===== src/rtl/data_port_arbiter_pkg.sv =====
// Shared types and address map for the data-port arbiter.
package mem_arb_pkg;

  // Arbiter FSM: IDLE serves the CPU first, BURST keeps the port for the I/O engine.
  typedef enum logic [0:0] {
    IDLE  = 1'b0,
    BURST = 1'b1
  } arb_state_t;

  // Output segment reachable by the I/O engine: [IO_BASE, IO_END).
  localparam int unsigned IO_BASE      = 1056;
  localparam int unsigned IO_END       = 1806;
  // The startIO flag sits just past the window and is read-only for I/O,
  // so it is rejected by the same upper-bound test.
  localparam int unsigned STARTIO_ADDR = 1806;

  // True when an I/O beat address lies inside the output segment.
  function automatic logic io_addr_legal(input logic [31:0] addr);
    return (addr >= IO_BASE) && (addr < IO_END);
  endfunction

endpackage


===== src/rtl/data_port_arbiter_if.sv =====
// Bundle of CPU, I/O-engine and memory data-port signals around the arbiter.
interface data_port_arbiter_if #(
  parameter int WIDTH = 32
);
  // CPU (MEM stage) side
  logic             cpu_req;
  logic             cpu_we;
  logic [WIDTH-1:0] cpu_addr;
  logic [WIDTH-1:0] cpu_wd;
  logic [WIDTH-1:0] cpu_rd;
  logic             cpu_stall;
  // I/O output engine side
  logic             io_req;
  logic             io_we;
  logic             io_last;
  logic [WIDTH-1:0] io_addr;
  logic [WIDTH-1:0] io_wd;
  logic             io_gnt;
  logic             io_err;
  logic [WIDTH-1:0] io_rd;
  // Memory data port
  logic             mem_we;
  logic [WIDTH-1:0] mem_a;
  logic [WIDTH-1:0] mem_wd;
  logic [WIDTH-1:0] mem_rd;

  // Requesters and memory model drive this side.
  modport master (
    output cpu_req, cpu_we, cpu_addr, cpu_wd,
    input  cpu_rd, cpu_stall,
    output io_req, io_we, io_last, io_addr, io_wd,
    input  io_gnt, io_err, io_rd,
    input  mem_we, mem_a, mem_wd,
    output mem_rd
  );

  // The arbiter sits on this side.
  modport slave (
    input  cpu_req, cpu_we, cpu_addr, cpu_wd,
    output cpu_rd, cpu_stall,
    input  io_req, io_we, io_last, io_addr, io_wd,
    output io_gnt, io_err, io_rd,
    output mem_we, mem_a, mem_wd,
    input  mem_rd
  );
endinterface


===== src/rtl/data_port_arbiter.sv =====
// Arbitrates the memory data port between the CPU MEM stage and the I/O
// output engine. I/O bursts hold the port; a starved CPU gets one forced slot
// after MAXWAIT stalled cycles. I/O addresses outside the output segment are
// consumed but never written.
module data_port_arbiter
  import mem_arb_pkg::*;
#(
  parameter int WIDTH   = 32,
  parameter int MAXWAIT = 4
) (
  input logic                 clk,
  input logic                 reset,
  data_port_arbiter_if.slave  bus
);

  localparam logic [3:0] WAIT_MAX = 4'(MAXWAIT);

  arb_state_t state_reg, state_next;
  logic [3:0] wait_cnt_reg, wait_cnt_next;
  logic       cpu_grant;
  logic       io_grant;
  logic       cpu_stall;
  logic       io_legal;

  assign io_legal = io_addr_legal(32'(bus.io_addr));

  // State and wait counter registers; reset abandons any open burst.
  always_ff @(posedge clk) begin
    if (reset) begin
      state_reg    <= IDLE;
      wait_cnt_reg <= 4'd0;
    end else begin
      state_reg    <= state_next;
      wait_cnt_reg <= wait_cnt_next;
    end
  end

  // Grant decision, next state and wait-counter update.
  always_comb begin
    cpu_grant     = 1'b0;
    io_grant      = 1'b0;
    cpu_stall     = 1'b0;
    state_next    = state_reg;
    wait_cnt_next = wait_cnt_reg;

    unique case (state_reg)
      IDLE: begin
        if (bus.cpu_req) begin
          cpu_grant = 1'b1;
        end else if (bus.io_req) begin
          io_grant = 1'b1;
          // A single-beat burst never leaves IDLE.
          if (!bus.io_last) state_next = BURST;
        end
      end
      BURST: begin
        // The I/O beat also goes through when the counter is saturated but
        // nobody is waiting, so the burst can never deadlock.
        if (bus.io_req && ((wait_cnt_reg < WAIT_MAX) || !bus.cpu_req)) begin
          io_grant  = 1'b1;
          cpu_stall = bus.cpu_req;
          if (bus.io_last) state_next = IDLE;
        end else if (bus.cpu_req) begin
          // Forced slot (or idle I/O engine); the burst stays open and any
          // pending io_last is simply re-presented later.
          cpu_grant = 1'b1;
        end
      end
      default: state_next = IDLE;
    endcase

    if (cpu_grant || (state_next == IDLE)) begin
      wait_cnt_next = 4'd0;
    end else if (cpu_stall && (wait_cnt_reg < WAIT_MAX)) begin
      wait_cnt_next = wait_cnt_reg + 4'd1;
    end
  end

  // Granted requester drives the memory port; all zero when nobody is granted.
  assign bus.mem_a  = cpu_grant ? bus.cpu_addr :
                      io_grant  ? bus.io_addr  : WIDTH'(0);
  assign bus.mem_wd = cpu_grant ? bus.cpu_wd   :
                      io_grant  ? bus.io_wd    : WIDTH'(0);
  assign bus.mem_we = (cpu_grant && bus.cpu_we) ||
                      (io_grant && bus.io_we && io_legal);

  assign bus.cpu_stall = cpu_stall;
  assign bus.cpu_rd    = cpu_grant ? bus.mem_rd : WIDTH'(0);
  assign bus.io_gnt    = io_grant;
  assign bus.io_err    = io_grant && !io_legal;
  assign bus.io_rd     = (io_grant && io_legal) ? bus.mem_rd : WIDTH'(0);

endmodule


===== src/flat_wrapper.sv =====
// flat-port wrapper written by rule: the top's interface ports become plain ports
module data_port_arbiter_flat import mem_arb_pkg::*;
#(
  parameter int WIDTH   = 32,
  parameter int MAXWAIT = 4
)
  (clk, reset, bus_cpu_req, bus_cpu_we, bus_cpu_addr, bus_cpu_wd, bus_cpu_rd, bus_cpu_stall, bus_io_req, bus_io_we, bus_io_last, bus_io_addr, bus_io_wd, bus_io_gnt, bus_io_err, bus_io_rd, bus_mem_we, bus_mem_a, bus_mem_wd, bus_mem_rd);
  data_port_arbiter_if #(.WIDTH(WIDTH)) bus_i ();
  input logic clk;
  input logic reset;
  input wire logic [$bits(bus_i.cpu_req)-1:0] bus_cpu_req;
  input wire logic [$bits(bus_i.cpu_we)-1:0] bus_cpu_we;
  input wire logic [$bits(bus_i.cpu_addr)-1:0] bus_cpu_addr;
  input wire logic [$bits(bus_i.cpu_wd)-1:0] bus_cpu_wd;
  output wire logic [$bits(bus_i.cpu_rd)-1:0] bus_cpu_rd;
  output wire logic [$bits(bus_i.cpu_stall)-1:0] bus_cpu_stall;
  input wire logic [$bits(bus_i.io_req)-1:0] bus_io_req;
  input wire logic [$bits(bus_i.io_we)-1:0] bus_io_we;
  input wire logic [$bits(bus_i.io_last)-1:0] bus_io_last;
  input wire logic [$bits(bus_i.io_addr)-1:0] bus_io_addr;
  input wire logic [$bits(bus_i.io_wd)-1:0] bus_io_wd;
  output wire logic [$bits(bus_i.io_gnt)-1:0] bus_io_gnt;
  output wire logic [$bits(bus_i.io_err)-1:0] bus_io_err;
  output wire logic [$bits(bus_i.io_rd)-1:0] bus_io_rd;
  output wire logic [$bits(bus_i.mem_we)-1:0] bus_mem_we;
  output wire logic [$bits(bus_i.mem_a)-1:0] bus_mem_a;
  output wire logic [$bits(bus_i.mem_wd)-1:0] bus_mem_wd;
  input wire logic [$bits(bus_i.mem_rd)-1:0] bus_mem_rd;
  assign bus_i.cpu_req = bus_cpu_req;
  assign bus_i.cpu_we = bus_cpu_we;
  assign bus_i.cpu_addr = bus_cpu_addr;
  assign bus_i.cpu_wd = bus_cpu_wd;
  assign bus_cpu_rd = bus_i.cpu_rd;
  assign bus_cpu_stall = bus_i.cpu_stall;
  assign bus_i.io_req = bus_io_req;
  assign bus_i.io_we = bus_io_we;
  assign bus_i.io_last = bus_io_last;
  assign bus_i.io_addr = bus_io_addr;
  assign bus_i.io_wd = bus_io_wd;
  assign bus_io_gnt = bus_i.io_gnt;
  assign bus_io_err = bus_i.io_err;
  assign bus_io_rd = bus_i.io_rd;
  assign bus_mem_we = bus_i.mem_we;
  assign bus_mem_a = bus_i.mem_a;
  assign bus_mem_wd = bus_i.mem_wd;
  assign bus_i.mem_rd = bus_mem_rd;
  data_port_arbiter #(.WIDTH(WIDTH), .MAXWAIT(MAXWAIT)) u_core (.clk(clk), .reset(reset), .bus(bus_i));
endmodule

===== config.mk =====
export PLATFORM = sky130hd
export DESIGN_NAME = data_port_arbiter_flat
export DESIGN_NICKNAME = d
export VERILOG_FILES = /design/src/rtl/data_port_arbiter_pkg.sv /design/src/rtl/data_port_arbiter_if.sv /design/src/rtl/data_port_arbiter.sv /design/src/flat_wrapper.sv
export SDC_FILE = /design/constraint.sdc
export NUM_CORES = 1
export LEC_CHECK = 0
export ABC_AREA = 1
export ABC_CLOCK_PERIOD_IN_PS = 1750
export BUFFER_PORTS_ARGS = -buffer_cell sky130_fd_sc_hd__buf_2
export CORE_AREA = 2 2 115 117
export CTS_CLUSTER_DIAMETER = 100
export DETAILED_ROUTE_END_ITERATION = 6
export DIE_AREA = 0 0 117 119
export PLACE_DENSITY = 0.49
export SYNTH_ARGS = -nofsm -noshare
export SYNTH_HDL_FRONTEND = slang
export SYNTH_SLANG_ARGS = --single-unit

===== constraint.sdc =====
create_clock -name clk -period 1.75 [get_ports clk]
set_input_delay 0.175 -clock clk [delete_from_list [all_inputs] [get_ports clk]]
set_output_delay 0.175 -clock clk [all_outputs]
set_load 0.1 [all_outputs]

# Word level (Yosys, flattened, before mapping)
# Index checks and enable logic that the tools add are counted.
word_totals:
  reg_bits: 5
  input_bits: 167
  output_inout_bits: 132
  wordCells: 42
classes:
  add_sub_neg: 1
  n_lt_le_gt_ge: 3
  muxes: 20
  bitwise_logic: 2
  n_reduce_logical: 14
op_table:
  columns: ["operator", "count"]
  rows:
  - ["32-bit 2-to-1 mux", 6]
  - ["32-bit by 11-bit >= comparator with 1-bit output (second input constant)", 1]
  - ["32-bit by 11-bit less-than comparator with 1-bit output (second input constant)", 1]
  - ["1-bit 2-to-1 mux", 11]
  - ["1-bit logical AND", 8]
  - ["1-bit one-hot mux with 2 select lines", 3]
  - ["4-bit by 1-bit adder with 4-bit output (second input constant)", 1]
  - ["4-bit by 3-bit less-than comparator with 1-bit output (second input constant)", 1]
  - ["1-bit logical OR", 3]
  - ["1-bit logical NOT", 2]
  - ["1-bit NOT", 2]
  - ["2-bit OR reduction", 1]

# Logic depth before layout (Yosys ltp)
depth:
  word_depth: 8
  mapped_depth: 8
  mapped_depth_nobuf: 7

# Worst setup path after synthesis
# Ideal clock, no wire load.
synth_path:
  kind: "reg2out"
  startpoint: "reg u_core.wait_cnt_reg[2]"
  endpoint: "out bus_mem_a[11]"
  arrival_time_ns: 2.981
  t_required_ns: 1.575
  setup_slack_ns: -1.406
  path_stages_with_launch: 7
  path_buffers: 1
  cell_sequence: "dfxtp_1 nor2_1 nand3_2 nand2_2 inv_1 clkbuf_1 o21ai_0"
synth_between:
  elab_chain_len: 7
  word_cells_on_any_way: 9
  classes_between: "1 x order compare; 6 x mux; 2 x reduce/logical"
synth_lines:
  columns: ["element", "line_no", "text"]
  rows:
  - ["from (decl)", "data_port_arbiter.sv:19", "logic [3:0] wait_cnt_reg, wait_cnt_next;"]
  - ["from (signal assigned)", "data_port_arbiter.sv:34", "wait_cnt_reg <= wait_cnt_next;"]
  - ["4-bit by 3-bit less-than comparator with 1-bit output (*)", "data_port_arbiter.sv:59", "if (bus.io_req && ((wait_cnt_reg < WAIT_MAX) || !bus.cpu_req)) begin"]
  - ["1-bit logical OR (*)", "data_port_arbiter.sv:59", null]
  - ["1-bit logical AND (*)", "data_port_arbiter.sv:59", null]
  - ["1-bit 2-to-1 mux", "data_port_arbiter.sv:59", null]
  - ["1-bit one-hot mux with 2 select lines", "data_port_arbiter.sv:46", "unique case (state_reg)"]
  - ["32-bit 2-to-1 mux", "data_port_arbiter.sv:81", "io_grant ? bus.io_addr : WIDTH'(0);"]
  - ["32-bit 2-to-1 mux (*)", "data_port_arbiter.sv:80", "assign bus.mem_a = cpu_grant ? bus.cpu_addr :"]
  - ["to (decl)", "flat_wrapper.sv:26", "output wire logic [$bits(bus_i.mem_a)-1:0] bus_mem_a;"]
# Mark *: on every way between the ends. The rest lies on a longest branch, timed or not.

# Worst setup path after layout
layout_path:
  startpoint: "reg u_core.wait_cnt_reg[2]"
  endpoint: "out bus_mem_wd[7]"
layout_between:
  elab_chain_len: 7
  word_cells_on_any_way: 9
  classes_between: "1 x order compare; 6 x mux; 2 x reduce/logical"
layout_lines:
  columns: ["element", "line_no", "text"]
  rows:
  - ["4-bit by 3-bit less-than comparator with 1-bit output (*)", "data_port_arbiter.sv:59", null]
  - ["1-bit logical OR (*)", "data_port_arbiter.sv:59", null]
  - ["1-bit logical AND (*)", "data_port_arbiter.sv:59", null]
  - ["1-bit 2-to-1 mux", "data_port_arbiter.sv:59", null]
  - ["1-bit one-hot mux with 2 select lines", "data_port_arbiter.sv:46", null]
  - ["32-bit 2-to-1 mux", "data_port_arbiter.sv:83", "io_grant ? bus.io_wd : WIDTH'(0);"]
  - ["32-bit 2-to-1 mux (*)", "data_port_arbiter.sv:82", "assign bus.mem_wd = cpu_grant ? bus.cpu_wd :"]
  - ["to (decl)", "flat_wrapper.sv:27", "output wire logic [$bits(bus_i.mem_wd)-1:0] bus_mem_wd;"]
# Marks and branches as above.

==> out/summary.txt <==
IO buf count = 298
crit path DAT = 1630 ps
Die Wd = 117 µm
worst setup margin = -58.8 ps
Worst EP required = 1570 ps
register area = 101 µm²
clock skew = 1.00 ps
DR WL/cell = 16.2 µm
worst path cell trace = nor2_2, nand3_2, buf_6, nand2_8, inv_16, clkbuf_16, a22o_4, buf_12
Syn. warnings = 0
Top Layer Used = met4
violated checks = setup timing
Synth cell types = 24
# nets final = 767
Clock Tree Buf Depth = 2
dpl hpwl = 9.47 mm
routed length on met3 = 1.20 mm
H-tree depth = 1
peak supply drop = 0.292 mV
CP max FO = 12
CTS tree = done
Setup crit end kind = output pin
Util after Layout = 0.531
Final Setup Violations = 74
Synth-to-Final Area Change = 345%
Fillers = 1,107
WL final = 12.5 mm
Seq/Total Area, Yosys = 0.0652
fin cells = 774
total track usage = 0.156
first-pass GRT wire length = 16.9 mm
slowest stage cell on the critical path = dfxtp_2
layout cells sized above 1 = 0.838
grt ovf = 0
period utilisation layout = 1.03
row cnt = 42
Die ar. = 13,900 µm²
syn nets = 434
max reg flops = 4
Initial Util = 0.119
via-per-instance ratio = 4.17
core footprint = 12,900 µm²
Yosys reg bits = 5
clock sink total = 5
pwr dens = 544 nW/µm²
Max Cap Viol = 0
number of cells produced by synthesis = 266
Antenna diodes = 0
worst slew pin tran = 278 ps
Crit Path Class = flop to output pin
Placer Congestion = 0.787
RSZ-0062 raised after global routing = true
leak pwr = 3.23 nW
Multi-input gate area = 1980 µm²
Worst Hold Class = input pin to flop
met1 WL = 4.23 mm
Residual DRC = 0
initial antenna violation count = 0
pre-CTS WS = -164 ps
min Tclk post-route = 1810 ps
Clock Tree Root = clkbuf_16
WL met2 = 6.98 mm
Mean Syn Cell Area = 5.77 µm²
CTS buffer count = 3
post-route ant nets = 0
Max-slew headroom = 0.815
Fin. Hold Viols = 0
Clock transition at path regs = 30 ps
latest clock arrival within the worst-skew pair = 230 ps
DIE HEIGHT = 119 µm
status = complete, but fails checks
Hold Slack = 159 ps
Slew Limit Fails = 0
IO Pins = 299
startpoint types = flop
DRT Pass-1 Iters = 4
drt initial violations = 63
placed insts = 747
vias in the first global route = 3,349
via count = 3,227
Syn Std Cell Area = 1540 µm²
pin count of the biggest net entering global routing = 49
CP max stage delay = 310 ps
achievable clock frequency = 0.553 GHz
## critical path, delay by kind of cell, from the launching register on
| kind | cells | cell delay (ps) |
|---|---|---|
| AOI/OAI and AO/OA | 1 | 230 |
| buffers and inverters | 4 | 560 |
| DFF | 1 | 310 |
| and+or+nand+nor | 3 | 300 |
## power by group
group          internal, mW  switching (mW)
Clock                 0.302          0.0730
Sequential            0.116         0.00111
Combinational          1.23            2.00
## final cells by class
| cell class | count | share of cell area |
|---|---|---|
| repair buffers | 348 | 0.622 |
| flip-flops and latches | 5 | 0.0148 |
| inverters | 49 | 0.0293 |
| clock buffers | 4 | 0.0115 |
| multi-input cells | 192 | 0.290 |
| well taps | 176 | 0.0322 |
## through the flow
step                      power (mW)  TNS [ps]  area, µm²
final                           3.72     -2590       6830
after global routing            3.82     -8870       6830
after CTS                       3.62     -3880       6460
after detailed placement        3.06     -4040       5830
after global placement          3.05     -2990       5830
after floorplan                 1.90    -12170       2020
## cell families (layout without fill, tap and decap cells)
kind of cell | Yosys count | in the layout | share of synthesized area
AND/OR/NAND/NOR | 120 | 120 | 0.326
AO/OA/AOI/OAI | 70 | 70 | 0.364
flip-flops | 5 | 5 | 0.0652
adder cells (fa/ha/maj) | 1 | 1 | 0.00815
XOR/XNOR | 1 | 1 | 0.00571
buffers and inverters | 69 | 401 | 0.231
## cell usage after synthesis
cell type  number  area [µm²]
xnor2_1         1        8.76
a22o_1         52         455
dfxtp_1         5         100
nor3_1          1        5.00
nand2_2         2        12.5
buf_6          11         124
inv_1          48         180
ha_1            1        12.5
a21oi_4         1        16.3
clkbuf_1        5        18.8
o21bai_1        1        7.51
nor2_2          3        18.8
buf_2           1        5.00
nand4_1         2        12.5
nor2_4          1        11.3
nand3_2         2        20.0
o21ai_0        13        65.1
nand2_4         1        11.3
buf_4           3        22.5
nand2_1        26        97.6
nand3_1         3        15.0
inv_2           1        3.75
nor2_1         79         297
a21oi_1         3        15.0
## path summary, 6_finish.rpt
path | start | to | slack [ps] | depth (start not counted)
worst max-delay path | u_core.wait_cnt_reg[2] | bus_mem_wd[7] | -60 | 8
worst min-delay path | bus_io_last | u_core.state_reg | 160 | 2
worst max register to register | u_core.wait_cnt_reg[2] | u_core.wait_cnt_reg[1] | 300 | 9
worst min register to register | u_core.wait_cnt_reg[3] | u_core.wait_cnt_reg[3] | 450 | 2
## layout by cell type, fill, tap and decap left out, drive strengths merged
cell type,n
inv,49
buf,342
dfxtp,5
a21oi,4
nor2,83
bufbuf,1
o21ai,13
nand3,5
clkbuf,9
xnor2,1
nand2,29
ha,1
o21bai,1
nand4,2
nor3,1
a22o,52
## routing by layer
layer | vias to the layer above | global-route usage
li1 | 1540 | -
met1 | 1495 | 0.159
met2 | 186 | 0.309
met3 | 6 | 0.0458
met4 | 0 | 0.0243
met5 | - | 0
## timing repair
item,CTS,global route
resized for setup,64,50
gates cloned,7,7
setup endpoints to repair,90,131
hold buffers,0,0
setup buffers,9,1
pin swaps,12,2
endpoints found under the hold margin,0,0
Note: power is estimated with default switching activity, not from simulation.
